$ cat src/rtl/queue_arbiter_pkg.sv
// rtl/queue_arbiter_pkg.sv - shared parameters, types and helpers for the event queue arbiter
package queue_arbiter_pkg;

  localparam int N_REQ  = 3;
  localparam int DEPTH  = 5;
  localparam int DATA_W = 64;
  localparam int CNT_W  = $clog2(DEPTH + 1);
  localparam int IDX_W  = (N_REQ > 1) ? $clog2(N_REQ) : 1;

  typedef logic signed [DATA_W-1:0] event_t;
  typedef logic [CNT_W-1:0]         cnt_t;
  typedef logic [IDX_W-1:0]         idx_t;

  // Next requester index after i, wrapping at N_REQ
  function automatic idx_t next_idx(idx_t i);
    if (int'(i) >= N_REQ - 1) begin
      return '0;
    end
    return i + idx_t'(1);
  endfunction

endpackage

$ cat src/rtl/queue_arbiter_if.sv
// rtl/queue_arbiter_if.sv - producer, consumer and queue command bundle of the arbiter
interface queue_arbiter_if;
  import queue_arbiter_pkg::*;

  // producers
  logic   [N_REQ-1:0] req_valid;
  event_t [N_REQ-1:0] req_data;
  logic   [N_REQ-1:0] req_ready;

  // consumer
  logic               cons_valid;
  logic               cons_ready;
  event_t             cons_data;

  // queue command/acknowledge
  logic               q_push;
  logic               q_pop;
  event_t             q_data;
  logic               q_push_valid;
  logic               q_pop_valid;
  event_t             q_out;

  // controller side
  modport master (
    input  req_valid, req_data, cons_ready, q_push_valid, q_pop_valid, q_out,
    output req_ready, cons_valid, cons_data, q_push, q_pop, q_data
  );

  // producers, consumer and queue side
  modport slave (
    output req_valid, req_data, cons_ready, q_push_valid, q_pop_valid, q_out,
    input  req_ready, cons_valid, cons_data, q_push, q_pop, q_data
  );

endinterface

$ cat src/rtl/queue_arbiter_rr_arbiter.sv
// rtl/queue_arbiter_rr_arbiter.sv - combinational round-robin winner select
module queue_arbiter_rr_arbiter
  import queue_arbiter_pkg::*;
#(
  parameter int N   = N_REQ,
  parameter int IDX_W_P = IDX_W
) (
  input  logic [N-1:0]       req_valid_i,
  input  logic [IDX_W_P-1:0] rr_i,
  output logic [IDX_W_P-1:0] winner_o,
  output logic               any_o
);

  logic [2*N-1:0] dbl;
  logic [N-1:0]   rot;

  // Rotate requests so the pointer sits at bit 0, then take the lowest set bit
  always_comb begin
    int sum;
    sum      = 0;
    dbl      = {req_valid_i, req_valid_i};
    rot      = N'(dbl >> rr_i);
    winner_o = rr_i;
    for (int k = N - 1; k >= 0; k--) begin
      if (rot[k]) begin
        sum = int'(rr_i) + k;
        if (sum >= N) begin
          sum = sum - N;
        end
        winner_o = IDX_W_P'(sum);
      end
    end
  end

  assign any_o = |req_valid_i;

endmodule

$ cat src/rtl/queue_arbiter.sv
// rtl/queue_arbiter.sv - round-robin push arbiter and pop controller for the shared event queue
module queue_arbiter
  import queue_arbiter_pkg::*;
(
  input  logic            clk_i,
  input  logic            rst_ni,
  input  logic            en_i,
  queue_arbiter_if.master bus,
  output cnt_t            count_o,
  output logic            err_o
);

  idx_t   rr_q, rr_d;
  cnt_t   count_q, count_d;
  logic   cons_valid_q, cons_valid_d;
  event_t cons_data_q, cons_data_d;
  logic   err_q, err_d;

  idx_t             winner;
  logic             any_req;
  logic             push_go;
  logic             pop_go;
  logic [N_REQ-1:0] grant;

  queue_arbiter_rr_arbiter #(
    .N       (N_REQ),
    .IDX_W_P (IDX_W)
  ) u_rr_arbiter (
    .req_valid_i (bus.req_valid),
    .rr_i        (rr_q),
    .winner_o    (winner),
    .any_o       (any_req)
  );

  // Pop whenever something is queued and the output register is free or draining;
  // push only below capacity, a same-cycle pop does not make room
  always_comb begin
    pop_go  = en_i && (count_q != '0) && (!cons_valid_q || bus.cons_ready);
    push_go = en_i && (count_q < cnt_t'(DEPTH)) && any_req;
  end

  // One-hot grant to the round-robin winner when a push is issued
  always_comb begin
    grant = '0;
    if (push_go) begin
      grant[winner] = 1'b1;
    end
  end

  assign bus.req_ready  = grant;
  assign bus.q_push     = push_go;
  assign bus.q_pop      = pop_go;
  assign bus.q_data     = bus.req_data[winner];
  assign bus.cons_valid = cons_valid_q;
  assign bus.cons_data  = cons_data_q;
  assign count_o        = count_q;
  assign err_o          = err_q;

  // Next state: everything holds while disabled; count tracks issued commands only
  always_comb begin
    rr_d         = rr_q;
    count_d      = count_q;
    cons_valid_d = cons_valid_q;
    cons_data_d  = cons_data_q;
    err_d        = err_q;
    if (en_i) begin
      if (push_go) begin
        rr_d = next_idx(winner);
      end
      count_d = count_q + cnt_t'(push_go) - cnt_t'(pop_go);
      if (pop_go) begin
        cons_valid_d = 1'b1;
        cons_data_d  = bus.q_out;
      end else if (bus.cons_ready) begin
        cons_valid_d = 1'b0;
      end
      if ((bus.q_push_valid != push_go) || (bus.q_pop_valid != pop_go)) begin
        err_d = 1'b1;
      end
    end
  end

  // State registers with asynchronous clear, shared with the queue instance
  always_ff @(posedge clk_i or negedge rst_ni) begin
    if (!rst_ni) begin
      rr_q         <= '0;
      count_q      <= '0;
      cons_valid_q <= 1'b0;
      cons_data_q  <= '0;
      err_q        <= 1'b0;
    end else begin
      rr_q         <= rr_d;
      count_q      <= count_d;
      cons_valid_q <= cons_valid_d;
      cons_data_q  <= cons_data_d;
      err_q        <= err_d;
    end
  end

endmodule
$ cat src/flat_wrapper.sv
// flat-port wrapper written by rule: the top's interface ports become plain ports
module queue_arbiter_flat import queue_arbiter_pkg::*;
  (clk_i, rst_ni, en_i, count_o, err_o, bus_req_valid, bus_req_data, bus_cons_ready, bus_q_push_valid, bus_q_pop_valid, bus_q_out, bus_req_ready, bus_cons_valid, bus_cons_data, bus_q_push, bus_q_pop, bus_q_data);
  queue_arbiter_if bus_i ();
  input  logic clk_i;
  input  logic rst_ni;
  input  logic en_i;
  output cnt_t count_o;
  output logic err_o;
  input wire logic [$bits(bus_i.req_valid)-1:0] bus_req_valid;
  input wire logic [$bits(bus_i.req_data)-1:0] bus_req_data;
  input wire logic [$bits(bus_i.cons_ready)-1:0] bus_cons_ready;
  input wire logic [$bits(bus_i.q_push_valid)-1:0] bus_q_push_valid;
  input wire logic [$bits(bus_i.q_pop_valid)-1:0] bus_q_pop_valid;
  input wire logic [$bits(bus_i.q_out)-1:0] bus_q_out;
  output wire logic [$bits(bus_i.req_ready)-1:0] bus_req_ready;
  output wire logic [$bits(bus_i.cons_valid)-1:0] bus_cons_valid;
  output wire logic [$bits(bus_i.cons_data)-1:0] bus_cons_data;
  output wire logic [$bits(bus_i.q_push)-1:0] bus_q_push;
  output wire logic [$bits(bus_i.q_pop)-1:0] bus_q_pop;
  output wire logic [$bits(bus_i.q_data)-1:0] bus_q_data;
  assign bus_i.req_valid = bus_req_valid;
  assign bus_i.req_data = bus_req_data;
  assign bus_i.cons_ready = bus_cons_ready;
  assign bus_i.q_push_valid = bus_q_push_valid;
  assign bus_i.q_pop_valid = bus_q_pop_valid;
  assign bus_i.q_out = bus_q_out;
  assign bus_req_ready = bus_i.req_ready;
  assign bus_cons_valid = bus_i.cons_valid;
  assign bus_cons_data = bus_i.cons_data;
  assign bus_q_push = bus_i.q_push;
  assign bus_q_pop = bus_i.q_pop;
  assign bus_q_data = bus_i.q_data;
  queue_arbiter u_core (.clk_i(clk_i), .rst_ni(rst_ni), .en_i(en_i), .bus(bus_i), .count_o(count_o), .err_o(err_o));
endmodule
$ cat config.mk
export PLATFORM = sky130hd
export DESIGN_NAME = queue_arbiter_flat
export DESIGN_NICKNAME = d
export VERILOG_FILES = /design/src/rtl/queue_arbiter_pkg.sv /design/src/rtl/queue_arbiter_if.sv /design/src/rtl/queue_arbiter_rr_arbiter.sv /design/src/rtl/queue_arbiter.sv /design/src/flat_wrapper.sv
export SDC_FILE = /design/constraint.sdc
export NUM_CORES = 1
export LEC_CHECK = 0
export ABC_AREA = 0
export BUFFER_PORTS_ARGS = -buffer_cell sky130_fd_sc_hd__buf_2
export CAP_MARGIN = 10
export CORE_AREA = 5 5 153 155
export CTS_CLUSTER_SIZE = 24
export DETAILED_ROUTE_END_ITERATION = 10
export DIE_AREA = 0 0 158 160
export HOLD_SLACK_MARGIN = 0.03
export PLACE_DENSITY_LB_ADDON = 0.08
export REMOVE_ABC_BUFFERS = 1
export SETUP_SLACK_MARGIN = 0.5
export SYNTH_ARGS = -nofsm -noshare
export SYNTH_HDL_FRONTEND = slang
export SYNTH_SLANG_ARGS = --single-unit
$ cat constraint.sdc
create_clock -name clk_i -period 5.7 [get_ports clk_i]
set_input_delay 1.14 -clock clk_i [delete_from_list [all_inputs] [get_ports clk_i]]
set_output_delay 1.14 -clock clk_i [all_outputs]
set_load 0.02 [all_outputs]
### Word-level counts from Yosys, hierarchy flattened

Index checks and enable logic that the tools add are counted.

| cells by class | value |
|---|---|
| add/subtract/negate cells | 8 |
| $lt $le $gt $ge | 7 |
| eq/ne operators | 2 |
| shifts and indexed selects | 1 |
| muxes and demuxes | 18 |
| reductions and logical operators | 15 |

Operators by type and width:

| cell | count |
|---|---|
| $bmux W64 S2 | 1 |
| $mux W64 | 1 |
| $mux W2 | 8 |
| $reduce_and A2 Y1 | 4 |
| $ge A3 B2 Y1 const B | 2 |
| $mux W1 | 6 |
| $shr A6 B2 Y3 | 1 |
| $sub A2 B2 Y2 const B | 3 |
| $logic_and A1 B1 Y1 | 5 |
| $ge A2 B2 Y1 const B | 2 |
| $add A2 B1 Y3 const B | 1 |
| $add A2 B2 Y3 const B | 1 |
| $add A3 B1 Y3 | 1 |
| $lt A2 B3 Y1 const B | 1 |
| $lt A3 B3 Y1 const B | 1 |
| $mux W3 | 1 |
| $reduce_bool A3 Y1 | 1 |
| $reduce_or A3 Y1 | 1 |
| $sub A3 B1 Y3 | 1 |
| $add A2 B1 Y2 const B | 1 |
| $demux W1 S2 | 1 |
| $ge A2 B1 Y1 const B | 1 |
| $logic_or A1 B1 Y1 | 2 |
| $ne A1 B1 Y1 | 2 |
| 2 further kinds | 2 |

| word-level totals | value |
|---|---|
| flip-flop bits (word level) | 71 |
| bits of input ports | 265 |
| output and inout bits | 138 |
| word-level logic and storage cells | 56 |

### Depth between registers and ports, before layout

| logic depth | value |
|---|---|
| depth after elaboration | 11 |
| mapped depth | 12 |
| depth with buffers taken out | 11 |

### Cells and area by module

From an unflattened synthesis, not the netlist that was laid out.

| second synthesis, totals | value |
|---|---|
| cells, all modules | 441 |
| area total of the unflattened synthesis | 4455.5 µm² |

By module, submodules not included:

| module | times used | cells each | area each (µm²) | seq. area each (µm²) |
|---|---|---|---|---|
| queue_arbiter | 1 | 391 | 4125.2 | 1776.7 |
| queue_arbiter_rr_arbiter | 1 | 50 | 330.3 | 0.0 |

### Least setup slack after synthesis

No wires, ideal clock.

| timing path | value |
|---|---|
| path kind | in2out |
| start | input port bus_req_valid[2] |
| end | output port bus_q_data[0] |
| arrival time | 2864 ps |
| required time | 4560 ps |
| slack | 1696 ps |
| cell stages on the path | 8 |
| path buffers | 3 |
| cells stage by stage | or3b_1 a211o_1 o2111a_1 buf_6 a211o_1 buf_6 buf_6 o221ai_2 |

| between the ends | value |
|---|---|
| cells in the longest elaborated chain, start to end | 6 |

Ends and longest elaborated chain:

| element | line | text |
|---|---|---|
| from (decl) | flat_wrapper.sv:10 | `input wire logic [$bits(bus_i.req_valid)-1:0] bus_req_valid;` |
| $shr A6 B2 Y3 * | queue_arbiter_rr_arbiter.sv:22 | `rot = N'(dbl >> rr_i);` |
| $mux W2 (2 in series) | queue_arbiter_rr_arbiter.sv:25 | `if (rot[k]) begin` |
| $mux W2 * | queue_arbiter_rr_arbiter.sv:25 |  |
| $bmux W64 S2 * | queue_arbiter.sv:53 | `assign bus.q_data = bus.req_data[winner];` |
| $mux W64 (not written as such) * | queue_arbiter.sv:53 |  |
| to (decl) | flat_wrapper.sv:21 | `output wire logic [$bits(bus_i.q_data)-1:0] bus_q_data;` |

Every way passes the cells marked *; elsewhere a longest branch is shown, timed or not. The select of a mux whose other input is x is not followed.

### Worst setup path in the final report

| timing path | value |
|---|---|
| start | register u_core.rr_q[1] |
| end | output port bus_q_data[40] |

| between the ends | value |
|---|---|
| cells in the longest elaborated chain, start to end | 8 |
| elaborated cells on any way between the ends | 17 |
| classes of those cells | add/sub: 5; order compare: 3; shift: 1; mux: 8 |

Ends and longest elaborated chain:

| element | line | text |
|---|---|---|
| from (decl) | queue_arbiter.sv:13 | `idx_t rr_q, rr_d;` |
| from (signal assigned) | queue_arbiter.sv:92 | `rr_q <= rr_d;` |
| $add A2 B2 Y3 | queue_arbiter_rr_arbiter.sv:26 | `sum = int'(rr_i) + k;` |
| $ge A3 B2 Y1 or $sub A2 B2 Y2 (tied branches) | queue_arbiter_rr_arbiter.sv:27, queue_arbiter_rr_arbiter.sv:28 |  |
| $mux W2 | queue_arbiter_rr_arbiter.sv:27 | `if (sum >= N) begin` |
| $mux W2 (2 in series) | queue_arbiter_rr_arbiter.sv:25 |  |
| $mux W2 * | queue_arbiter_rr_arbiter.sv:25 |  |
| $bmux W64 S2 * | queue_arbiter.sv:53 |  |
| $mux W64 (not written as such) * | queue_arbiter.sv:53 |  |

Marks and branches as above.

==> results.rst <==
.. list-table::
   :header-rows: 1

   * - Metric
     - Value
   * - Outcome
     - finished, final reports clean
   * - Post-Synth Adder-Cell Area
     - 1.65%
   * - Largest net degree at the start of global routing
     - 67
   * - Critical Path Source Type
     - flip-flop
   * - R2R Path End
     - u_core.rr_q[1]
   * - Post-synth ARST share
     - 100%
   * - Depth of the worst register-to-register path
     - 6
   * - Part of the power in registers
     - 14.9%
   * - Transition time at the pin with the least slew margin
     - 1.13 ns
   * - Most used standard cells in the synthesized netlist
     - sky130_fd_sc_hd__inv_1 (72), sky130_fd_sc_hd__dfrtp_1 (71), sky130_fd_sc_hd__o21ai_0 (68)
   * - Dpl cells
     - 1,227
   * - Number of CTS-inserted buffers
     - 9
   * - # setup viols final
     - 0
   * - Post-synth top area share
     - 30.8%
   * - Xor/xnor cell area share of the yosys netlist
     - 0.456%
   * - Core box area
     - 21,700 sq um
   * - Number of design rule violations left after detail routing
     - 0
   * - Area of the mapped netlist
     - 5760 sq um
   * - Number of cells produced by synthesis
     - 604
   * - Vias in the first global route
     - 6,281
   * - Cell Count, Final, Fillers Out
     - 1,248
   * - Clock network latency to the later pin of the worst-skew pair
     - 0.34 ns
   * - Final design instance area without fill
     - 8300 sq um
   * - Highest clock frequency the design can meet
     - 200 MHz
   * - Yosys Warn Count
     - 0
   * - Proportion of total power due to net switching
     - 56.1%
   * - Total of flip-flops plus latches after synthesis
     - 71
   * - Filler cells
     - 2,264
   * - Maximum buffer depth of the clock tree
     - 2
   * - Global-route wire length before repair
     - 37,200 um
   * - Resize count post-CTS
     - 0
   * - Arrival time reported for the critical path endpoint
     - 3.86 ns
   * - Slack of the worst reg-to-reg path
     - 2.56 ns
   * - Data required time at the worst endpoint
     - 4.56 ns
   * - Unique cell type count in the Yosys netlist
     - 42
   * - IO Count
     - 403
   * - Per-cell via count in the routed design
     - 4.95
   * - Number of buffers inserted by hold repair at cts
     - 0
   * - Mux share of post-synthesis cell area
     - 13.6%
   * - Register cell area after layout
     - 1780 sq um
   * - Overall power of the completed layout
     - 5.47 mW
   * - Cell count of the worst hold path
     - 1
   * - Final worst setup slack
     - 0.697 ns
   * - Total negative slack
     - 0 ns
   * - Clock share of power
     - 10.0%
   * - Number of enable flip-flop cells after synthesis
     - 0
   * - Chip Width
     - 158 um
   * - Port bufs
     - 402
   * - Clock transition at the registers of the reported paths
     - 0.06 ns
   * - Start-to-end type of the worst setup path
     - reg -> out
   * - Overall fraction of global-route tracks in use
     - 18.6%
   * - Root buffer selected by CTS
     - sky130_fd_sc_hd__clkbuf_16
   * - Largest fanout on the critical path
     - 49
   * - Post-placement cell area
     - 7980 sq um
   * - # Max-Cap Violations
     - 0
   * - Hold Fails Final Rpt
     - 0
   * - Worst Clk Skew
     - 0.00843 ns
   * - Gp weighted congestion
     - 0.819
   * - Clock Sinks
     - 71
   * - Overflow after GRT
     - 0
   * - Setup Buffers After CTS
     - 0
   * - Compound-cell area share of the yosys netlist
     - 33.2%
   * - Synthesized area per cell
     - 9.54 sq um
   * - Initial Util
     - 26.6%
   * - Post-DP HPWL
     - 19,200 um
   * - Routed vias
     - 6,180
   * - H-Tree Level Count
     - 3
   * - Final core utilization
     - 38.3%
   * - Clock tree from TritonCTS
     - built
   * - Simple-gate share of the synthesized area
     - 9.55%
   * - Leakage
     - 3.96 nW
   * - Final wirelength
     - 25,400 um
   * - Worst relative slew slack
     - 24.8%
   * - Multi-input logic area
     - 3460 sq um
   * - Antenna violations before repair
     - 7
   * - Drt wl/cell
     - 20.4 um
   * - Fraction of final layout cells with drive strength greater than 1
     - 59.4%
   * - Overall die area
     - 25,300 sq um
   * - Post-synthesis sequential area ratio
     - 30.8%
   * - Crit. End Element
     - output pin
   * - Antenna viol nets, final
     - 0
   * - Initial drt markers
     - 374
   * - Worst hold path class
     - reg -> reg
   * - Detailed Routing Iterations Pass 1
     - 7
   * - Setup repair after global routing missed its margin
     - true
   * - Comb power frac
     - 75.1%
   * - Minimum period implied by the final worst setup slack
     - 5.00 ns
   * - Cell Pwr Density
     - 659 nW/um^2
   * - Beginning of the worst hold path
     - u_core.err_o
   * - Total net switching power
     - 3.07 mW
   * - FF-to-FF Start
     - u_core.rr_q[0]
   * - Main area contributors after synthesis
     - sky130_fd_sc_hd__dfrtp_1 (31%), sky130_fd_sc_hd__o221ai_2 (16%), sky130_fd_sc_hd__mux2_2 (13%)
   * - Worst slack, placed
     - 0.697 ns
   * - Hold WS
     - 0.457 ns
   * - Most area-hungry cell type in the Yosys netlist
     - sky130_fd_sc_hd__dfrtp_1
   * - Peak VDD IR
     - 287 uV
   * - Most instantiated flip-flop cell in the synthesis netlist
     - sky130_fd_sc_hd__dfrtp_1
   * - Pins Over Slew Limit
     - 0
   * - Std cell rows
     - 54
   * - Int Pwr
     - 2.40 mW
   * - End of the worst hold path
     - u_core.err_o
   * - Final Cycle Share
     - 87.8%
   * - Final net count
     - 1,232
   * - Chip height
     - 160 um
   * - Combinational family with the most area after synthesis
     - compound AO/OA/AOI/OAI gates
   * - Most repeated cell in the gate-level netlist after synthesis
     - sky130_fd_sc_hd__inv_1
   * - Syn-to-layout area delta
     - 44.0%
power by group through the flow:
stage | clock [mW] | combinational, mW | sequential, mW
after global placement | 0 | 4.15 | 0.820
after CTS | 0.568 | 4.12 | 0.817
after floorplan | 0 | 2.41 | 1.04
after detailed placement | 0 | 4.11 | 0.821
final | 0.548 | 4.10 | 0.814
after global routing | 0.586 | 4.39 | 0.845
worst max-delay path by stage:
stage                endpoint             start  slack, ns
6_report       bus_q_data[40]    u_core.rr_q[1]       0.70
2_1_floorplan  bus_q_data[35]    u_core.rr_q[1]      -2.98
3_5_place_dp   bus_q_data[58]  bus_req_valid[0]       0.70
4_1_cts        bus_q_data[58]    u_core.rr_q[1]       0.60
3_3_place_gp   bus_q_data[58]  bus_req_valid[1]       0.67
5_1_grt        bus_q_data[13]    u_core.rr_q[1]       0.49
cell families (layout without fill, tap and decap cells):
family / after synthesis / count (layout)
other: 0 / 3
buffers and inverters: 146 / 506
muxes: 70 / 70
AOI/OAI and AO/OA: 217 / 218
and+or+nand+nor: 90 / 90
xor gates and xnor gates: 3 / 3
adders and majority gates: 7 / 7
DFF: 71 / 71
cell type report:
class	instances	area share [%]
Multi-Input combinational cell	388	41.7
Timing Repair Buffer	418	25.8
Sequential cell	71	21.4
Tap cell	280	4.22
Inverter	72	3.26
Clock buffer	10	2.88
Clock inverter	6	0.648
Antenna cell	3	0.0904
worst max-delay path: stages, from the launching register on:
cell and delay (ns):
sky130_fd_sc_hd__dfrtp_1 0.57, sky130_fd_sc_hd__inv_1 0.31, sky130_fd_sc_hd__ha_2 0.47, sky130_fd_sc_hd__buf_4 0.45
sky130_fd_sc_hd__and2_2 0.45, sky130_fd_sc_hd__a211o_2 0.87, sky130_fd_sc_hd__o221ai_2 0.17, sky130_fd_sc_hd__buf_2 0.20
flip-flops by register name, indices dropped and copies added (netlist names):
signal and cells:
u_core.bus.cons_valid 1, u_core.count_o 3, u_core.err_o 1, u_core.rr_q 2
u_core.bus.cons_data 64
layout by cell type (no fill, tap or decap), types with 3 or more instances in the layout:
cell type / netlist / layout
sky130_fd_sc_hd__mux2_2: 67 / 67
sky130_fd_sc_hd__buf_4: 0 / 15
sky130_fd_sc_hd__nand2_1: 6 / 5
sky130_fd_sc_hd__clkinv_4: 0 / 3
sky130_fd_sc_hd__nor2_1: 5 / 5
sky130_fd_sc_hd__diode_2: 0 / 3
sky130_fd_sc_hd__o21ai_0: 68 / 68
sky130_fd_sc_hd__o221ai_1: 4 / 4
sky130_fd_sc_hd__inv_1: 72 / 72
sky130_fd_sc_hd__clkbuf_16: 0 / 9
sky130_fd_sc_hd__ha_1: 6 / 5
sky130_fd_sc_hd__a21boi_0: 64 / 64
sky130_fd_sc_hd__o221ai_2: 60 / 60
sky130_fd_sc_hd__dfrtp_1: 71 / 71
sky130_fd_sc_hd__buf_2: 9 / 402
sky130_fd_sc_hd__a21oi_1: 6 / 5
sky130_fd_sc_hd__nand4_1: 64 / 64
per-layer routing:
| layer | GRT usage (%) | vias up | routed length [um] |
|---|---|---|---|
| met5 | 0 | - | 26 |
| met4 | 3.84 | 6 | 346 |
| met3 | 5.01 | 32 | 1910 |
| met2 | 33.9 | 215 | 13400 |
| met1 | 21.8 | 2937 | 9710 |
| li1 | - | 2990 | - |
Note: power is estimated with default switching activity, not from simulation.
